==> src/rtl/pedal_pkg.sv <==
// Shared types and default constants for the pedal chain.
package pedal_pkg;

   localparam int DEF_WIDTH      = 16;
   localparam int DEF_NUM_STAGES = 4;
   localparam int DEF_RAMP_LOG2  = 6;
   localparam int DEF_DEBOUNCE   = 1024;

   // Per-slot crossfade state. The gain is 0 in BYPASSED and M in ACTIVE.
   typedef enum logic [1:0] {
      ST_BYPASSED = 2'd0,
      ST_FADE_IN  = 2'd1,
      ST_ACTIVE   = 2'd2,
      ST_FADE_OUT = 2'd3
   } slot_state_t;

endpackage

==> src/rtl/pedal_slot.sv <==
// One pedal slot: switch synchroniser and debounce, crossfade FSM with gain
// counter, dry/wet mixer and the registered sample/valid stage.
module pedal_slot
   import pedal_pkg::*;
#(
   parameter int WIDTH     = DEF_WIDTH,
   parameter int RAMP_LOG2 = DEF_RAMP_LOG2,
   parameter int DEBOUNCE  = DEF_DEBOUNCE
) (
   input  logic             i_clk,
   input  logic             i_reset,
   input  logic [WIDTH-1:0] i_sample,
   input  logic             i_valid,
   input  logic             i_switch,
   input  logic [WIDTH-1:0] i_wet,
   output logic [WIDTH-1:0] o_sample,
   output logic             o_valid,
   output logic             o_active,
   output slot_state_t      o_state
);

   localparam int GW = RAMP_LOG2 + 1;            // gain range 0..M
   localparam int MW = WIDTH + RAMP_LOG2 + 2;    // mixer width
   localparam int CW = $clog2(DEBOUNCE + 1);
   localparam logic [GW-1:0] GAIN_MAX = GW'(1 << RAMP_LOG2);
   localparam logic [CW-1:0] DB_LAST  = CW'(DEBOUNCE - 1);

   logic [1:0]          r_sync;
   logic [CW-1:0]       r_db_cnt;
   logic                r_target;
   slot_state_t         r_state;
   logic [GW-1:0]       r_gain;
   logic                r_active;
   logic [WIDTH-1:0]    r_sample;
   logic                r_valid;

   logic signed [MW-1:0] w_dry_x;
   logic signed [MW-1:0] w_wet_x;
   logic signed [MW-1:0] w_g_x;
   logic signed [MW-1:0] w_ig_x;
   logic signed [MW-1:0] w_sum;
   logic signed [MW-1:0] w_shift;

   // Two-flop synchroniser for the asynchronous footswitch.
   always_ff @(posedge i_clk or posedge i_reset) begin
      if (i_reset) r_sync <= '0;
      else         r_sync <= {r_sync[0], i_switch};
   end

   // Debounce: the target follows only after DEBOUNCE consecutive differing samples.
   always_ff @(posedge i_clk or posedge i_reset) begin
      if (i_reset) begin
         r_db_cnt <= '0;
         r_target <= 1'b0;
      end else if (r_sync[1] == r_target) begin
         r_db_cnt <= '0;
      end else if (r_db_cnt == DB_LAST) begin
         r_target <= r_sync[1];
         r_db_cnt <= '0;
      end else begin
         r_db_cnt <= r_db_cnt + CW'(1);
      end
   end

   // Crossfade FSM; the gain steps once per accepted sample and reverses in place.
   always_ff @(posedge i_clk or posedge i_reset) begin
      if (i_reset) begin
         r_state  <= ST_BYPASSED;
         r_gain   <= '0;
         r_active <= 1'b0;
      end else begin
         case (r_state)
            ST_BYPASSED: begin
               if (r_target) r_state <= ST_FADE_IN;
            end
            ST_FADE_IN: begin
               if (!r_target) begin
                  r_state <= ST_FADE_OUT;
               end else if (r_gain == GAIN_MAX) begin
                  r_state  <= ST_ACTIVE;
                  r_active <= 1'b1;
               end else if (i_valid) begin
                  r_gain <= r_gain + GW'(1);
                  if (r_gain == GAIN_MAX - GW'(1)) begin
                     r_state  <= ST_ACTIVE;
                     r_active <= 1'b1;
                  end
               end
            end
            ST_ACTIVE: begin
               if (!r_target) begin
                  r_state  <= ST_FADE_OUT;
                  r_active <= 1'b0;
               end
            end
            ST_FADE_OUT: begin
               if (r_target) begin
                  r_state <= ST_FADE_IN;
               end else if (r_gain == '0) begin
                  r_state <= ST_BYPASSED;
               end else if (i_valid) begin
                  r_gain <= r_gain - GW'(1);
                  if (r_gain == GW'(1)) r_state <= ST_BYPASSED;
               end
            end
            default: begin
               r_state  <= ST_BYPASSED;
               r_gain   <= '0;
               r_active <= 1'b0;
            end
         endcase
      end
   end

   // Mixer: (dry*(M-g) + wet*g) >>> RAMP_LOG2 using the pre-update gain.
   // The wide sum cannot overflow and the floored result always fits WIDTH.
   assign w_dry_x = {{(MW-WIDTH){i_sample[WIDTH-1]}}, i_sample};
   assign w_wet_x = {{(MW-WIDTH){i_wet[WIDTH-1]}}, i_wet};
   assign w_g_x   = {{(MW-GW){1'b0}}, r_gain};
   assign w_ig_x  = $signed(MW'(1 << RAMP_LOG2)) - w_g_x;
   assign w_sum   = (w_dry_x * w_ig_x) + (w_wet_x * w_g_x);
   assign w_shift = w_sum >>> RAMP_LOG2;

   // Output stage: capture the mix on accepted samples, valid is a one-cycle pulse.
   always_ff @(posedge i_clk or posedge i_reset) begin
      if (i_reset) begin
         r_sample <= '0;
         r_valid  <= 1'b0;
      end else begin
         r_valid <= i_valid;
         if (i_valid) r_sample <= w_shift[WIDTH-1:0];
      end
   end

   assign o_sample = r_sample;
   assign o_valid  = r_valid;
   assign o_active = r_active;
   assign o_state  = r_state;

endmodule

==> src/rtl/pedal_chain.sv <==
// Series chain of pedal slots with per-slot send/return effect loops.
// Stream semantics: a sample moves only on a cycle where its valid is high;
// there is no back-pressure, so each slot accepts every valid sample and
// presents it one clock later with a single-cycle valid pulse.
module pedal_chain
   import pedal_pkg::*;
#(
   parameter int WIDTH      = DEF_WIDTH,
   parameter int NUM_STAGES = DEF_NUM_STAGES,
   parameter int RAMP_LOG2  = DEF_RAMP_LOG2,
   parameter int DEBOUNCE   = DEF_DEBOUNCE
) (
   input  logic                        i_clk,
   input  logic                        i_reset,
   input  logic [WIDTH-1:0]            i_signal_in,
   input  logic                        i_in_valid,
   input  logic [NUM_STAGES-1:0]       i_switches,
   output logic [NUM_STAGES*WIDTH-1:0] o_wet_send,
   input  logic [NUM_STAGES*WIDTH-1:0] i_wet_return,
   output logic [WIDTH-1:0]            o_signal_out,
   output logic                        o_out_valid,
   output logic [NUM_STAGES-1:0]       o_stage_active,
   output logic [2*NUM_STAGES-1:0]     o_dbg_state
);

   logic [WIDTH-1:0] w_chain_sample [NUM_STAGES+1];
   logic             w_chain_valid  [NUM_STAGES+1];
   slot_state_t      w_state        [NUM_STAGES];

   assign w_chain_sample[0] = i_signal_in;
   assign w_chain_valid[0]  = i_in_valid;

   for (genvar k = 0; k < NUM_STAGES; k++) begin : g_slot
      pedal_slot #(
         .WIDTH     (WIDTH),
         .RAMP_LOG2 (RAMP_LOG2),
         .DEBOUNCE  (DEBOUNCE)
      ) u_slot (
         .i_clk    (i_clk),
         .i_reset  (i_reset),
         .i_sample (w_chain_sample[k]),
         .i_valid  (w_chain_valid[k]),
         .i_switch (i_switches[k]),
         .i_wet    (i_wet_return[k*WIDTH +: WIDTH]),
         .o_sample (w_chain_sample[k+1]),
         .o_valid  (w_chain_valid[k+1]),
         .o_active (o_stage_active[k]),
         .o_state  (w_state[k])
      );
      assign o_wet_send[k*WIDTH +: WIDTH] = w_chain_sample[k];
      assign o_dbg_state[2*k +: 2]        = w_state[k];
   end

   assign o_signal_out = w_chain_sample[NUM_STAGES];
   assign o_out_valid  = w_chain_valid[NUM_STAGES];

endmodule

==> config.mk <==
export PLATFORM = sky130hd
export DESIGN_NAME = pedal_chain
export DESIGN_NICKNAME = d
export VERILOG_FILES = /design/src/rtl/pedal_pkg.sv /design/src/rtl/pedal_slot.sv /design/src/rtl/pedal_chain.sv
export SDC_FILE = /design/constraint.sdc
export NUM_CORES = 2
export LEC_CHECK = 0
export BUFFER_PORTS_ARGS = -buffer_cell sky130_fd_sc_hd__clkbuf_2
export CAP_MARGIN = 20
export CORE_ASPECT_RATIO = 1.1
export CORE_MARGIN = 5
export CORE_UTILIZATION = 70
export CTS_BUF_LIST = sky130_fd_sc_hd__clkbuf_8
export DETAILED_ROUTE_END_ITERATION = 10
export HOLD_SLACK_MARGIN = 0.05
export MAX_ROUTING_LAYER = met4
export PLACE_DENSITY = 0.89
export SETUP_SLACK_MARGIN = 0.02
export SYNTH_ARGS = -nofsm -noshare
export SYNTH_HDL_FRONTEND = slang
export SYNTH_HIERARCHICAL = 1
export SYNTH_SLANG_ARGS = --single-unit
export TNS_END_PERCENT = 30
==> constraint.sdc <==
create_clock -name i_clk -period 15 [get_ports i_clk]
set_input_delay 2.25 -clock i_clk [delete_from_list [all_inputs] [get_ports i_clk]]
set_output_delay 2.25 -clock i_clk [all_outputs]
set_load 0.03 [all_outputs]
==> flow_metrics.env <==
export IMPL_status="finished, final reports clean"
export IMPL_period_minus_slack_ns=8.099
export IMPL_wl_per_cell_um=17.74
export IMPL_grt_max_degree=42
export IMPL_ys_seq_area_share_pct=10.03
export IMPL_layout_drive_gt1_share_pct=8.111
export IMPL_synthDominantCellAreaShare_pct=40.92
export IMPL_cp_arrival_ns=8.48
export IMPL_worstPathBufferInverterCount=5
export IMPL_die_area_mm2=0.06337
export IMPL_cts_made_buffers=17
export IMPL_worstMarginPinSlew_ns=1.015
export IMPL_io_buffers=179
export IMPL_via_per_inst=5.586
export IMPL_ys_ff_latch=164
export IMPL_rr_worst_depth=23
export IMPL_critical_path_slowest_cell="dfrtp_1"
export IMPL_critPathKind="reg2reg"
export IMPL_finalSetupViolCount=0
export IMPL_grt_usage_pct=31.80
export IMPL_p_leak_nw=22.15
export IMPL_endpoint_kind="register"
export IMPL_tns_ns=0
export IMPL_rsz0062_at_grt="false"
export IMPL_peakVddDrop_uv=76.96
export IMPL_insertion_delay_ns=0.50
export IMPL_first_iter_violations=1627
export IMPL_path_cells="inv_1 > ha_1 > xnor2_1 > buf_4 > nand2_1 > fa_1 > fa_1 > fa_1 > inv_1 > fa_1 > fa_1 > inv_1 > fa_1 > inv_1 > ha_1 > and3_1 > a221oi_2 > o211ai_2 > a221oi_4 > o2111ai_2 > a21oi_1 > xnor2_1 > mux2_2"
export IMPL_min_path_cells=0
export IMPL_hold_path_class="reg2reg"
export IMPL_cts_resized=0
export IMPL_syn_to_final_growth_pct=4.628
export IMPL_relSlewSlack_pct=32.36
export IMPL_syn_area_mm2=0.04090
export IMPL_synth_edf_count=0
export IMPL_path_clk_slew_ns=0.09
export IMPL_first_pass_iters=5
export IMPL_die_w_um=240.5
export IMPL_startpoint_type="register"
export IMPL_start_util_pct=70.31
export IMPL_ios=180
export IMPL_coreArea_mm2=0.05818
export IMPL_synthCells=4397
export IMPL_worst_path_dominant_cell_family="adder cells"
export IMPL_synth_fp_nets=5668
export IMPL_slew_violations=0
export IMPL_slowest_delay_ns=1.00
export IMPL_r2r_end="g_slot[2].u_slot/o_sample[14]$_DFFE_PP0P_"
export IMPL_syn_avg_cell_area_um2=9.303
export IMPL_grt_pass1_wl_um=158800
export IMPL_fin_nets=5758
export IMPL_dp_hpwl_um=77880
export IMPL_synthFlopType="dfrtp_1"
export IMPL_p_per_area_mw_per_mm2=81.81
export IMPL_dr_total_vias=29420
export IMPL_r2r_start="g_slot[2].u_slot/r_gain[1]$_DFFE_PP0P_"
export IMPL_rows=93
export IMPL_post_cts_setup_buffer_count=0
export IMPL_cp_common_cell="fa_1"
export IMPL_yosys_warnings=6
export IMPL_finalHoldViolations=0
export IMPL_grt_pass1_vias=33430
export IMPL_period_share_pct=53.99
export IMPL_routed_wl_um=93400
export IMPL_yosysTopAreaCell="fa_1"
export IMPL_ctsHoldBuffers=0
export IMPL_drcViolationCount=0
export IMPL_worstHoldStart="g_slot[3].u_slot/r_sync[0]$_DFF_PP0_"
export IMPL_p_total_mw=3.501
export IMPL_crit_path_max_fanout=22
export IMPL_ant_nets=0
export IMPL_cap_violations=0
export IMPL_cts_sinks=164
export IMPL_async_flop_share_pct=100.0
export IMPL_cts_tree="done"
export IMPL_finClkSkew_ns=0.01542
export IMPL_yosys_top_cells_area="fa_1, inv_1, ha_1, dfrtp_1, and2_1"
export IMPL_min_to="g_slot[3].u_slot/r_sync[1]$_DFF_PP0_"
export IMPL_antenna_found_initial=4
export IMPL_die_height_um=263.5
export IMPL_worst_r2r_setup_slack_ns=6.90
export IMPL_startpoint="g_slot[2].u_slot/r_gain[1]$_DFFE_PP0P_"
export IMPL_max_freq_mhz=123.5
export IMPL_clk_path_buf_depth=2
export IMPL_critPathRequiredTime_ns=15.38
export IMPL_h_tree_depth=4
export IMPL_gp_congestion=0.9452
export IMPL_yosysUniqueCellTypes=76
export IMPL_cts_root_buf="clkbuf_8"
export IMPL_grt_overflow=0
-- cells in the final DEF, fill, tap and decap left out, types with 4 or more instances in the layout --
master       n
a21o_1      19
inv_1     1167
o22ai_1      5
diode_2      6
nor3b_1      7
or2_2       37
nand2_1    430
mux2_2      54
ha_1       348
fa_1       836
a221oi_4     4
o21a_1       9
xor2_1      58
nand2b_1     9
a21oi_1     63
nor3_1      29
a21boi_0     5
clkbuf_2   179
nor2b_1     15
and2_1     524
a31oi_1      4
nor4_1       6
buf_4       32
o21ai_0     43
clkbuf_8    20
o21bai_1     7
nand4_1     13
nor2_1     110
xnor3_1      4
and3_1      18
dfrtp_1    164
o31ai_1      7
inv_6        4
mux2i_1      5
xnor2_1    155
nand3_1     41
-- layer usage --
| layer | vias to the layer above | track usage (%) | part of all wire [%] |
|---|---|---|---|
| met1 | 14860 | 35.88 | 35 |
| met5 | - | - | 0 |
| met4 | 0 | 13.17 | 4.9 |
| li1 | 12990 | - | - |
| met2 | 1199 | 56.06 | 53 |
| met3 | 372 | 5.186 | 6.7 |
-- flip-flops by register name (all words and copies together), names as in the netlist --
name and count:
g_slot.u_slot/o_sample 64, g_slot.u_slot/o_active 4, g_slot.u_slot/r_db_cnt 44, g_slot.u_slot/r_gain 28, g_slot.u_slot/o_state 8, g_slot.u_slot/r_target 4
g_slot.u_slot/r_sync 8, g_slot.u_slot/o_valid 4
-- metrics by stage --
| step | cells | hold slack, ns | setup WS (ns) | utilization [%] | instance area, um^2 |
|---|---|---|---|---|---|
| after floorplan | 4397 | 0.3312 | 7.407 | - | 40900 |
| after global placement | 5228 | 0.3340 | 7.028 | 72.86 | 42390 |
| after detailed placement | 5228 | 0.3356 | 6.884 | 72.86 | 42390 |
| after CTS | 5260 | 0.3567 | 6.974 | 73.53 | 42780 |
| after global routing | 5264 | 0.3602 | 6.510 | 73.55 | 42790 |
| final | 5266 | 0.3562 | 6.901 | 73.56 | 42800 |
-- synthesized netlist by cell type, types with 9 or more instances --
library cell and count:
xor2_1 58, o21a_1 9, dfrtp_1 164, a21o_1 19
nor2_1 110, inv_1 1169, nand3_1 41, fa_1 836
nand4_1 13, ha_1 348, and2_1 524, o21ai_0 43
or2_2 37, nor3_1 29, and3_1 18, buf_4 16
nand2_1 430, clkbuf_1 112, xnor2_1 157, nor2b_1 15
nand2b_1 9, a21oi_1 63, mux2_2 54
-- cells by family after synthesis --
kind of cell | share of synthesized area, %
flip-flops | 10.03
buffers and inverters | 12.23
AO/OA/AOI/OAI | 3.616
adder cells (fa/ha/maj) | 51.56
XOR/XNOR | 5.038
multiplexers | 1.646
AND/OR/NAND/NOR | 15.88
-- power breakdown --
part           leakage (nW)  internal [mW]  switching, mW
registers              2.10          0.534          0.261
logic                  19.9           1.02           1.36
clock network         0.196          0.147          0.186
total                  22.1           1.70           1.80
-- worst max-delay path by stage --
stage / endpoint / slack (ns) / depth (start not counted)
after detailed placement: g_slot[0].u_slot/o_sample[14]$_DFFE_PP0P_ / 6.88 / 20
final: g_slot[2].u_slot/o_sample[14]$_DFFE_PP0P_ / 6.90 / 23
after global routing: g_slot[2].u_slot/o_sample[15]$_DFFE_PP0P_ / 6.51 / 23
after CTS: g_slot[2].u_slot/o_sample[15]$_DFFE_PP0P_ / 6.97 / 23
after global placement: g_slot[0].u_slot/o_sample[15]$_DFFE_PP0P_ / 7.03 / 22
after floorplan: g_slot[0].u_slot/o_sample[15]$_DFFE_PP0P_ / 7.41 / 18
-- cell type report --
class | instances | area (um^2)
clock inverter | 12 | 116.4
antenna | 6 | 15.01
multi-input combinational | 2924 | 31810
fill | 3895 | 15380
tap | 760 | 950.9
inverter | 1169 | 4388
timing repair buffer | 211 | 1136
clock buffer | 20 | 275.3
sequential | 164 | 4104
(Power assumes the default switching activity.)
